===== config.mk =====
export PLATFORM = sky130hd
export DESIGN_NAME = quota_stream_sequencer
export DESIGN_NICKNAME = d
export VERILOG_FILES = /design/src/rtl/quota_stream_sequencer.sv
export SDC_FILE = /design/constraint.sdc
export NUM_CORES = 1
export LEC_CHECK = 0
export CAP_MARGIN = 20
export CELL_PAD_IN_SITES_DETAIL_PLACEMENT = 1
export CELL_PAD_IN_SITES_GLOBAL_PLACEMENT = 1
export CORE_ASPECT_RATIO = 0.9
export CORE_MARGIN = 2
export CORE_UTILIZATION = 36
export DETAILED_ROUTE_END_ITERATION = 10
export HOLD_SLACK_MARGIN = 0.02
export PLACE_DENSITY_LB_ADDON = 0.1
export SYNTH_ARGS = -nofsm -noshare
export SYNTH_HDL_FRONTEND = slang
export SYNTH_SLANG_ARGS = --single-unit

===== constraint.sdc =====
create_clock -name clk -period 2.2 [get_ports clk]
set_input_delay 0.44 -clock clk [delete_from_list [all_inputs] [get_ports clk]]
set_output_delay 0.44 -clock clk [all_outputs]
set_load 0.005 [all_outputs]

===== src/rtl/quota_stream_sequencer.sv =====
// rtl/quota_stream_sequencer.sv - multi-lane quota-based unipolar stochastic bitstream sequencer
//
// Purpose: accepts one vector of LANES signed QUANT-bit operands, converts each to a
// quota (number of ones) and plays out BITSTREAM beats of one bit per lane.
// Ports:
//   clk, rst        rising-edge clock, synchronous active-high reset
//   in_valid/ready  operand vector handshake; in_data lane i is [i*QUANT +: QUANT]
//   mode            sampled on accept: 0 = thermometer, 1 = spread (bit-reversed compare)
//   bs_valid/ready  bitstream beat handshake; bs_bits carries one bit per lane
//   bs_first/last   beat 0 / beat BITSTREAM-1 markers
//   busy            a frame is being played out
module quota_stream_sequencer #(
    parameter int BITSTREAM = 64,
    parameter int QUANT     = 8,
    parameter int LANES     = 4
) (
    input  logic                   clk,
    input  logic                   rst,
    input  logic                   in_valid,
    output logic                   in_ready,
    input  logic [LANES*QUANT-1:0] in_data,
    input  logic                   mode,
    output logic                   bs_valid,
    input  logic                   bs_ready,
    output logic [LANES-1:0]       bs_bits,
    output logic                   bs_first,
    output logic                   bs_last,
    output logic                   busy
);
    localparam int T     = $clog2(BITSTREAM);
    localparam int D     = QUANT - T;
    localparam int QW    = QUANT + 1;
    localparam int QB    = T + 1;
    localparam int RND_I = (D > 0) ? (1 << (D - 1)) : 0;
    localparam logic [T-1:0] CNT_LAST = T'(BITSTREAM - 1);

    if (BITSTREAM < 2 || (BITSTREAM & (BITSTREAM - 1)) != 0) begin : g_bad_bitstream
        $error("quota_stream_sequencer: BITSTREAM must be a power of two");
    end
    if (QUANT < T) begin : g_bad_quant
        $error("quota_stream_sequencer: QUANT must be >= clog2(BITSTREAM)");
    end

    typedef enum logic {ST_IDLE, ST_STREAM} state_t;

    state_t         state, next_state;
    logic [T-1:0]   cnt;
    logic [T-1:0]   cnt_rev;
    logic [T:0]     cmp_idx;
    logic           mode_r;
    logic [T:0]     q_r  [LANES];
    logic [T:0]     q_in [LANES];
    logic           accept;
    logic           beat;

    // Quota conversion. Adding 2^(QUANT-1) to a two's complement value is the same
    // as flipping its sign bit and reading it unsigned; the extra bit holds the
    // rounding carry so max positive reaches BITSTREAM instead of wrapping.
    for (genvar i = 0; i < LANES; i++) begin : g_lane
        logic [QUANT-1:0] d;
        logic [QUANT:0]   biased;
        logic [QUANT:0]   shifted;

        assign d       = in_data[i*QUANT +: QUANT];
        assign biased  = {1'b0, ~d[QUANT-1], d[QUANT-2:0]} + QW'(RND_I);
        assign shifted = biased >> D;
        assign q_in[i] = (shifted > QW'(BITSTREAM)) ? QB'(BITSTREAM) : shifted[T:0];

        // T+1-bit compare so a quota of BITSTREAM yields a one on every beat.
        assign bs_bits[i] = (state == ST_STREAM) && (cmp_idx < q_r[i]);
    end

    // Spread mode compares against the bit-reversed beat index, which spaces the
    // ones evenly while still producing exactly q ones over the frame.
    always_comb begin
        cnt_rev = '0;
        for (int b = 0; b < T; b++) begin
            cnt_rev[b] = cnt[T-1-b];
        end
    end

    assign cmp_idx = mode_r ? {1'b0, cnt_rev} : {1'b0, cnt};

    always_comb begin
        next_state = state;
        in_ready   = 1'b0;
        case (state)
            ST_IDLE: begin
                in_ready = 1'b1;
                if (in_valid) next_state = ST_STREAM;
            end
            ST_STREAM: begin
                // Last beat being consumed: a new vector may load with no bubble.
                if (bs_ready && cnt == CNT_LAST) begin
                    in_ready = 1'b1;
                    if (!in_valid) next_state = ST_IDLE;
                end
            end
            default: next_state = ST_IDLE;
        endcase
    end

    assign accept   = in_valid && in_ready;
    assign beat     = (state == ST_STREAM) && bs_ready;
    assign bs_valid = (state == ST_STREAM);
    assign busy     = (state == ST_STREAM);
    assign bs_first = (state == ST_STREAM) && (cnt == '0);
    assign bs_last  = (state == ST_STREAM) && (cnt == CNT_LAST);

    always_ff @(posedge clk) begin
        if (rst) state <= ST_IDLE;
        else     state <= next_state;
    end

    always_ff @(posedge clk) begin
        if (rst) begin
            cnt    <= '0;
            mode_r <= 1'b0;
            for (int i = 0; i < LANES; i++) q_r[i] <= '0;
        end else if (accept) begin
            cnt    <= '0;
            mode_r <= mode;
            for (int i = 0; i < LANES; i++) q_r[i] <= q_in[i];
        end else if (beat) begin
            // Wraps to zero on the final beat, leaving cnt cleared in IDLE.
            cnt <= cnt + T'(1);
        end
    end

endmodule


[After elaboration in Yosys (flattened, before gate mapping)]
Memories as Yosys holds them, arrays and structs flattened.
Index checks and enable logic that the tools add are counted.
Storage, ports and cells
  memories kept: 1
  memory bits (writable): 28
  logic and storage cells: 57
  output and inout port bits: 9
  flip-flop bits (word level): 8
  bits of input ports: 37
Operators by class
  reductions and logical operators: 11
  add/subtract/negate cells: 5
  magnitude comparators: 8
  bitwise operators: 9
  eq/ne operators: 1
  muxes and demuxes: 19
Memory list
  q_r: depth 4, bits a word 7, read ports 4, clocked after memory_dff 0, wr ports 4, RTL line 51  | logic [T:0] q_r [LANES];
Operator list (count)
  7-bit 2-to-1 mux: 8
  8-bit by 2-bit adder with 9-bit output, second input constant: 4
  7-bit > comparator, second input constant: 4
  7-bit less-than comparator: 4
  1-bit logical AND: 9
  1-bit 2-to-1 mux: 8
  6-bit by 1-bit adder with 6-bit output, second input constant: 1
  6-bit == test, second input constant: 1
  6-bit zero test: 1
  6-bit 2-to-1 mux: 1
  1-bit NOT: 5
  1-bit OR: 4
  1-bit case mux with 2 select lines: 2
  2-bit OR reduction: 1

[Depth between registers and ports, before layout]
  word-level depth: 9
  gate-level depth with buffers: 8
  depth with buffers taken out: 7

[Least setup slack after synthesis]
OpenSTA, ideal clock, no wires.
  kind: flip-flop to output port
  start: reg mode_r
  end: out bs_bits[3]
  data arrival time: 1.888 ns
  slack: -0.128 ns
  buffers on the path: 1
  required time: 1.760 ns
  stages on the path, launching flop included: 7
  path through: dfxtp_1 > clkbuf_1 > mux2_2 > ha_1 > a21o_1 > a211o_1 > a41oi_1
On the way
  word-level cells in the longest chain between the ends: 3
Ends and longest elaborated chain
  start, declared: RTL line 50  | logic mode_r;
  start signal, assigned: RTL line 122  | mode_r <= mode;
  6-bit 2-to-1 mux: RTL line 82  | assign cmp_idx = mode_r ? {1'b0, cnt_rev} : {1'b0, cnt};
  7-bit less-than comparator: RTL line 70  | assign bs_bits[i] = (state == ST_STREAM) && (cmp_idx < q_r[i]);
  1-bit logical AND: RTL line 70
  end, declared: RTL line 25  | output logic [LANES-1:0] bs_bits,
Every way passes these cells.

[Worst setup path in the final report]
  start: reg mode_r
  end: out bs_bits[1]
The elaborated chain is that of the path after synthesis.

==> Flow_metrics.wiki <==
{| class="wikitable"
! Metric !! Value
|-
| Count of routing violations after the opening detailed-route iteration || 55
|-
| Area added between synthesis and finish || 45.0%
|-
| Clock-pin slew on the worst setup and hold paths || 80 ps
|-
| Violations in the final reports || setup timing
|-
| Row cnt || 28
|-
| Register bit total from synthesis || 36
|-
| F_max || 400 MHz
|-
| Largest clock skew in the final design || 8.28 ps
|-
| Worst Path Max Fanout || 4
|-
| Layout net count || 387
|-
| Yosys warning count || 0
|-
| Critical path startpoint || mode_r
|-
| Flip-flop cell with the highest count after synthesis || sky130_fd_sc_hd__edfxtp_1
|-
| Leakage power of the design || 1.48 nW
|-
| Critical path capture point || bs_bits[1]
|-
| Area of the multi-input gates || 1560 um^2
|-
| GRT Util Overall || 17.6%
|-
| Max cap viols || 0
|-
| DRT Pass-1 Iters || 4
|-
| Fin util || 53.8%
|-
| Mapped cell area || 2450 um^2
|-
| Die Y-Extent || 82.2 um
|-
| Antenna violation net count after detailed routing || 0
|-
| Cell taking the most area after synthesis || sky130_fd_sc_hd__edfxtp_1
|-
| Maximum VDD drop || 0.000232 V
|-
| Required time of the worst setup path || 1760 ps
|-
| Areal power density over the cells || 490 nW/um^2
|-
| EDFF count, synth || 28
|-
| Worst slew slack as a fraction of its limit || 65.2%
|-
| Cell-by-cell trace of the critical path || buf_6 > mux2_4 > buf_6 > ha_4 > a21o_1 > a21oi_1 > o211a_1 > buf_2
|-
| Clock buffer count from CTS || 5
|-
| Number of clock sinks || 36
|-
| Largest net degree at the start of global routing || 22
|-
| Final Max Slew Viols || 0
|-
| Largest incremental delay on the critical path || 370 ps
|-
| Root buffer cell || sky130_fd_sc_hd__clkbuf_8
|-
| Initial core utilization || 37.1%
|-
| Setup slack at placement || -472 ps
|-
| Setup Crit Path Kind || reg2out
|-
| Kind of launch point of the worst setup path || register
|-
| Global-route wire length before repair || 10.3 mm
|-
| Number of global-route vias before repair || 2213
|-
| Tmin final || 2500 ps
|-
| Portion of the post-synthesis area used by sequential elements || 40.9%
|-
| Die ar. || 7470 um^2
|-
| Filler instances || 761
|-
| Detailed-route via count || 2082
|-
| Synthesized Nets || 317
|-
| DRC violations left || 0
|-
| Commonest cells after routing, fill and taps aside || sky130_fd_sc_hd__clkdlybuf4s50_1 (34), sky130_fd_sc_hd__inv_1 (30), sky130_fd_sc_hd__edfxtp_1 (28)
|-
| Number of buffers added on ports || 41
|-
| Avg Vias per Cell || 5.02
|-
| Detailed Place HPWL || 4.50 mm
|-
| Count of mapped cells out of synthesis || 254
|-
| Min-delay worst type || reg2reg
|-
| TNS Setup || -1120 ps
|-
| Outcome || finished with violations
|-
| Source-to-sink clock delay at the later pin of the worst-skew pair || 290 ps
|-
| # setup viols final || 4
|-
| Reg2reg end || q_r[2][3]
|-
| Antenna violations before repair || 0
|-
| Ys async rst share || 0%
|-
| Slowest CP cell || sky130_fd_sc_hd__dfxtp_2
|-
| Share of the synthesized area in the top cell type || 34.4%
|-
| Average wire per cell in the routed design || 15.6 um
|-
| Core region area || 6590 um^2
|-
| Startpoint of the worst register-to-register path || cnt[1]
|-
| Synth top area cells || sky130_fd_sc_hd__edfxtp_1 (34%), sky130_fd_sc_hd__ha_1 (13%), sky130_fd_sc_hd__dfxtp_1 (6.5%)
|-
| Weighted congestion reported at the end of routability-driven placement || 0.757
|-
| Worst Setup Slack, final || -298 ps
|-
| Transition at the pin with the smallest max-transition slack || 519 ps
|-
| Reg2reg setup slack || 150 ps
|-
| Ratio of cells with drive above 1 in the final layout || 24.9%
|-
| Total Routed Length || 6.46 mm
|-
| Arr. time, crit path || 2060 ps
|-
| Cell variety after synth || 40
|-
| H-tree level count || 2
|-
| R2r worst-path depth || 8
|-
| Top-Level Pins || 46
|-
| Avg Inst Size Synth || 9.63 um^2
|-
| Congestion Overflow GR || 0
|-
| Minimum hold slack || 666 ps
|-
| Chip width || 90.9 um
|-
| Diode insertion count for antenna repair || 0
|-
| Hold-fix buffers, CTS || 0
|-
| RSZ-0062 raised after global routing || true
|-
| Ratio of final minimum period to clock period || 114%
|-
| Number of failing hold endpoints at the final stage || 0
|-
| CTS tree || done
|-
| Critical Path Sink Type || output port
|-
| Most common cell after layout, fill and taps aside || sky130_fd_sc_hd__clkdlybuf4s50_1
|-
| Worst path most repeated cell || sky130_fd_sc_hd__buf_6
|-
| Sequential cell area || 1000 um^2
|-
| Worst-case clock buffer depth || 2
|}
[cell families (layout without fill, tap and decap cells)]
logic type      Yosys count  count (layout)  share of synthesized area (%)
buf+inv                  36             107                           6.04
mux                       6               6                           2.66
fa+ha+maj                26              26                           13.3
flops                    36              36                           40.9
compound gates           39              39                           10.7
simple gates             92              92                           19.5
xor+xnor                 19              19                           6.80
[worst max-delay path: cells and delay by family (launching register included)]
kind | cells | cell delay, ps
AOI/OAI and AO/OA | 3 | 470
buffers and inverters | 3 | 380
muxes | 1 | 330
adders and majority gates | 1 | 200
DFF | 1 | 370
[stage by stage]
| stage | power, W | instance area, um^2 | cells |
|---|---|---|---|
| final | 0.00174 | 3550 | 415 |
| after detailed placement | 0.00112 | 3120 | 400 |
| after floorplan | 0.000955 | 2450 | 254 |
| after global placement | 0.00111 | 3120 | 400 |
| after CTS | 0.00173 | 3450 | 414 |
| after global routing | 0.00182 | 3550 | 415 |
[state kept, by name (all words and copies together), names as in the netlist]
name	cells
q_r	28
cnt	6
bs_valid	1
mode_r	1
[layout make-up]
class,count,share of cell area [%]
flip-flops and latches,36,28.3
multi-input cells,182,44.0
inverters,31,3.28
repair buffers,68,18.1
clock inverters,3,1.20
clock buffers,5,1.94
well taps,90,3.18
[power breakdown]
part	total [W]	switching [W]	internal, W
clock network	0.000592	0.000257	0.000335
logic	0.000348	0.000169	0.000179
registers	0.000796	0.0000181	0.000778
[per-layer routing]
layer,vias up,GRT usage (%),share of wire [%]
met4,0,6.21,1.2
met2,30,33.7,53
met1,1005,20.1,44
met3,8,3.09,2.1
li1,1039,-,-
met5,-,0,0
[how the worst min path moves through the flow]
stage	endpoint	start	slack [ps]	cells after the start
detailed placement	cnt[0]	cnt[0]	620	3
global route	cnt[3]	cnt[3]	720	3
global placement	cnt[0]	cnt[0]	620	3
CTS	cnt[0]	cnt[0]	650	3
floorplan	bs_valid	rst	510	1
finish	cnt[2]	cnt[2]	670	3
[Yosys cell counts, types with 4 or more instances]
master,number
sky130_fd_sc_hd__a21oi_1,16
sky130_fd_sc_hd__a21o_1,4
sky130_fd_sc_hd__nand2_1,11
sky130_fd_sc_hd__xnor2_1,9
sky130_fd_sc_hd__ha_1,26
sky130_fd_sc_hd__o21ai_0,7
sky130_fd_sc_hd__dfxtp_1,8
sky130_fd_sc_hd__edfxtp_1,28
sky130_fd_sc_hd__inv_1,31
sky130_fd_sc_hd__nor2_1,26
sky130_fd_sc_hd__xor2_1,10
sky130_fd_sc_hd__nand4_1,5
sky130_fd_sc_hd__and3_1,11
sky130_fd_sc_hd__nand2b_1,4
sky130_fd_sc_hd__nand3_1,15
sky130_fd_sc_hd__mux2_2,4
sky130_fd_sc_hd__nand3b_1,4
sky130_fd_sc_hd__nor3_1,5
[what timing repair did]
action / in CTS / in global routing
setup buffers: 6 / 1
setup endpoints to repair: 13 / 10
hold endpoints to repair: 0 / 0
pin swaps: 14 / 10
resized for setup: 53 / 20
No activity file was read; power rests on OpenSTA's default activity.
==> RTL change, RTL diff (same flow settings) <==
Reset style: asynchronous (`rst`), changed in 2 clocked blocks. Comments in the files are not updated.
--- a/src/rtl/quota_stream_sequencer.sv
+++ b/src/rtl/quota_stream_sequencer.sv
@@ -109,3 +109,3 @@
 
-    always_ff @(posedge clk) begin
+    always_ff @(posedge clk or posedge rst) begin
         if (rst) state <= ST_IDLE;
@@ -114,3 +114,3 @@
 
-    always_ff @(posedge clk) begin
+    always_ff @(posedge clk or posedge rst) begin
         if (rst) begin
Behaviour: differs if rst is asserted again (counterexample within 4 cycles, from zero or initial values and one cycle with rst high); with rst held inactive, the same outputs for 10 cycles.
==> RTL change against the original RTL <==
  * The run still ends with setup timing left
  * Critical path depth unchanged
  * Area after synthesis grew 4.7%
  * Via count rose by 14%
  * Sequential cell count unchanged
  * Worst hold slack lost 0.19 ns
  * Maximum frequency is 8.9% lower
  * Design area up 2.3%
  * Setup slack worse by 0.24 ns
  * Wire length rose by 15%
  * Final cell count up 12%
Power is not compared: it rests on default switching activity, and its combinational part moved more than twofold at a synthesized area within 25%.
==> RTL change: results (changes against the original RTL) <==
Critical path
  • Largest fanout on the critical path: 3 (was 4)
  • Biggest cell delay along the critical path: 0.43 ns (was 0.37 ns)
  • Worst reg-to-reg setup slack: 0.18 ns (was 0.15 ns)

GRT
  • Global-route met3 utilization: 0.0416 (was 0.0309)
  • Largest net degree at the start of global routing: 37 (was 22)
  • First-pass GRT wire length: 12500 um (was 10300 um)
  • Met1 track utilization from global routing: 0.257 (was 0.201)
  • Global routing met2 resource utilization: 0.345 (was 0.337)

Synth
  • Ys async rst share: 1.00 (was 0)
  • Fraction of synthesized cell area in xor and xnor cells: 0.0684 (was 0.0680)
  • Compound-gate portion of the synthesized area: 0.156 (was 0.107)
  • Share of cell area taken by muxes after synthesis: 0.0342 (was 0.0266)
  • Largest cells by area after synthesis: sky130_fd_sc_hd__dfrtp_1 (35%), sky130_fd_sc_hd__ha_1 (13%), sky130_fd_sc_hd__nand3_1 (4.7%) (was sky130_fd_sc_hd__edfxtp_1 (34%), sky130_fd_sc_hd__ha_1 (13%), sky130_fd_sc_hd__dfxtp_1 (6.5%))
  • Adder-cell share of the synthesized area: 0.127 (was 0.133)

Status
  • Violations in the final reports: setup timing (unchanged)
  • Status: finished, violations left (unchanged)

Routing
  • Total met2 wirelength after detailed routing: 3660 um (was 3400 um)
  • Average detailed-routed wire length per instance: 16.1 um (was 15.6 um)
  • Sum of met3 wire segment lengths after detailed routing: 192 um (was 137 um)

Final layout
  • Multi-input gate area in the final layout: 1700 sq um (was 1560 sq um)
  • Area growth, synth to finish: 41.7% (was 45.0%)
  • Final cell count without fillers: 463 (was 415)
  • Signal buffers: 81 (was 68)

STA
  • Setup slack of the critical path after layout: -0.543 ns (was -0.298 ns)
  • Number of failing setup endpoints in the final timing report: 5 (was 4)
  • TNS Setup: -2.07 ns (was -1.12 ns)
  • Post-Route Hold Slack: 0.473 ns (was 0.666 ns)

Place
  • Area after detailed placement: 3300 sq um (was 3120 sq um)

Die
  • Core region area: 6970 sq um (was 6590 sq um)
RTL change: cell count changes in the layout (fill, tap and decap cells not counted), sizes merged, moves of 9 or more:
cell    before  now
edfxtp      28    0
nand3       15   24
dfrtp        0   36
buf         31   44
o21ai        7   20
nand2       11   32
RTL change: timing repair:
item / in CTS / in global routing
resized for setup: 61 / 5
buffers inserted: 6 / 2
pin swaps: 16 / 10
endpoints found under the setup margin: 7 / 7
RTL change: worst paths after layout:
path                       startpoint          to  cells past startpoint
min in group asynchronous         rst    bs_valid                      3
min                           q_r[21]     q_r[21]                      2
min reg2reg                   q_r[21]     q_r[21]                      2
max in group asynchronous         rst     q_r[27]                      3
max                            mode_r  bs_bits[0]                      8
max reg2reg                    cnt[1]      q_r[3]                      9
RTL change: power groups by stage:
stage | clock, uW | sequential (uW) | combinational [uW]
after global routing | 541 | 793 | 1580
after global placement | 0 | 789 | 1070
after CTS | 514 | 784 | 1330
after detailed placement | 0 | 793 | 1120
after floorplan | 0 | 798 | 612
final | 506 | 785 | 1420
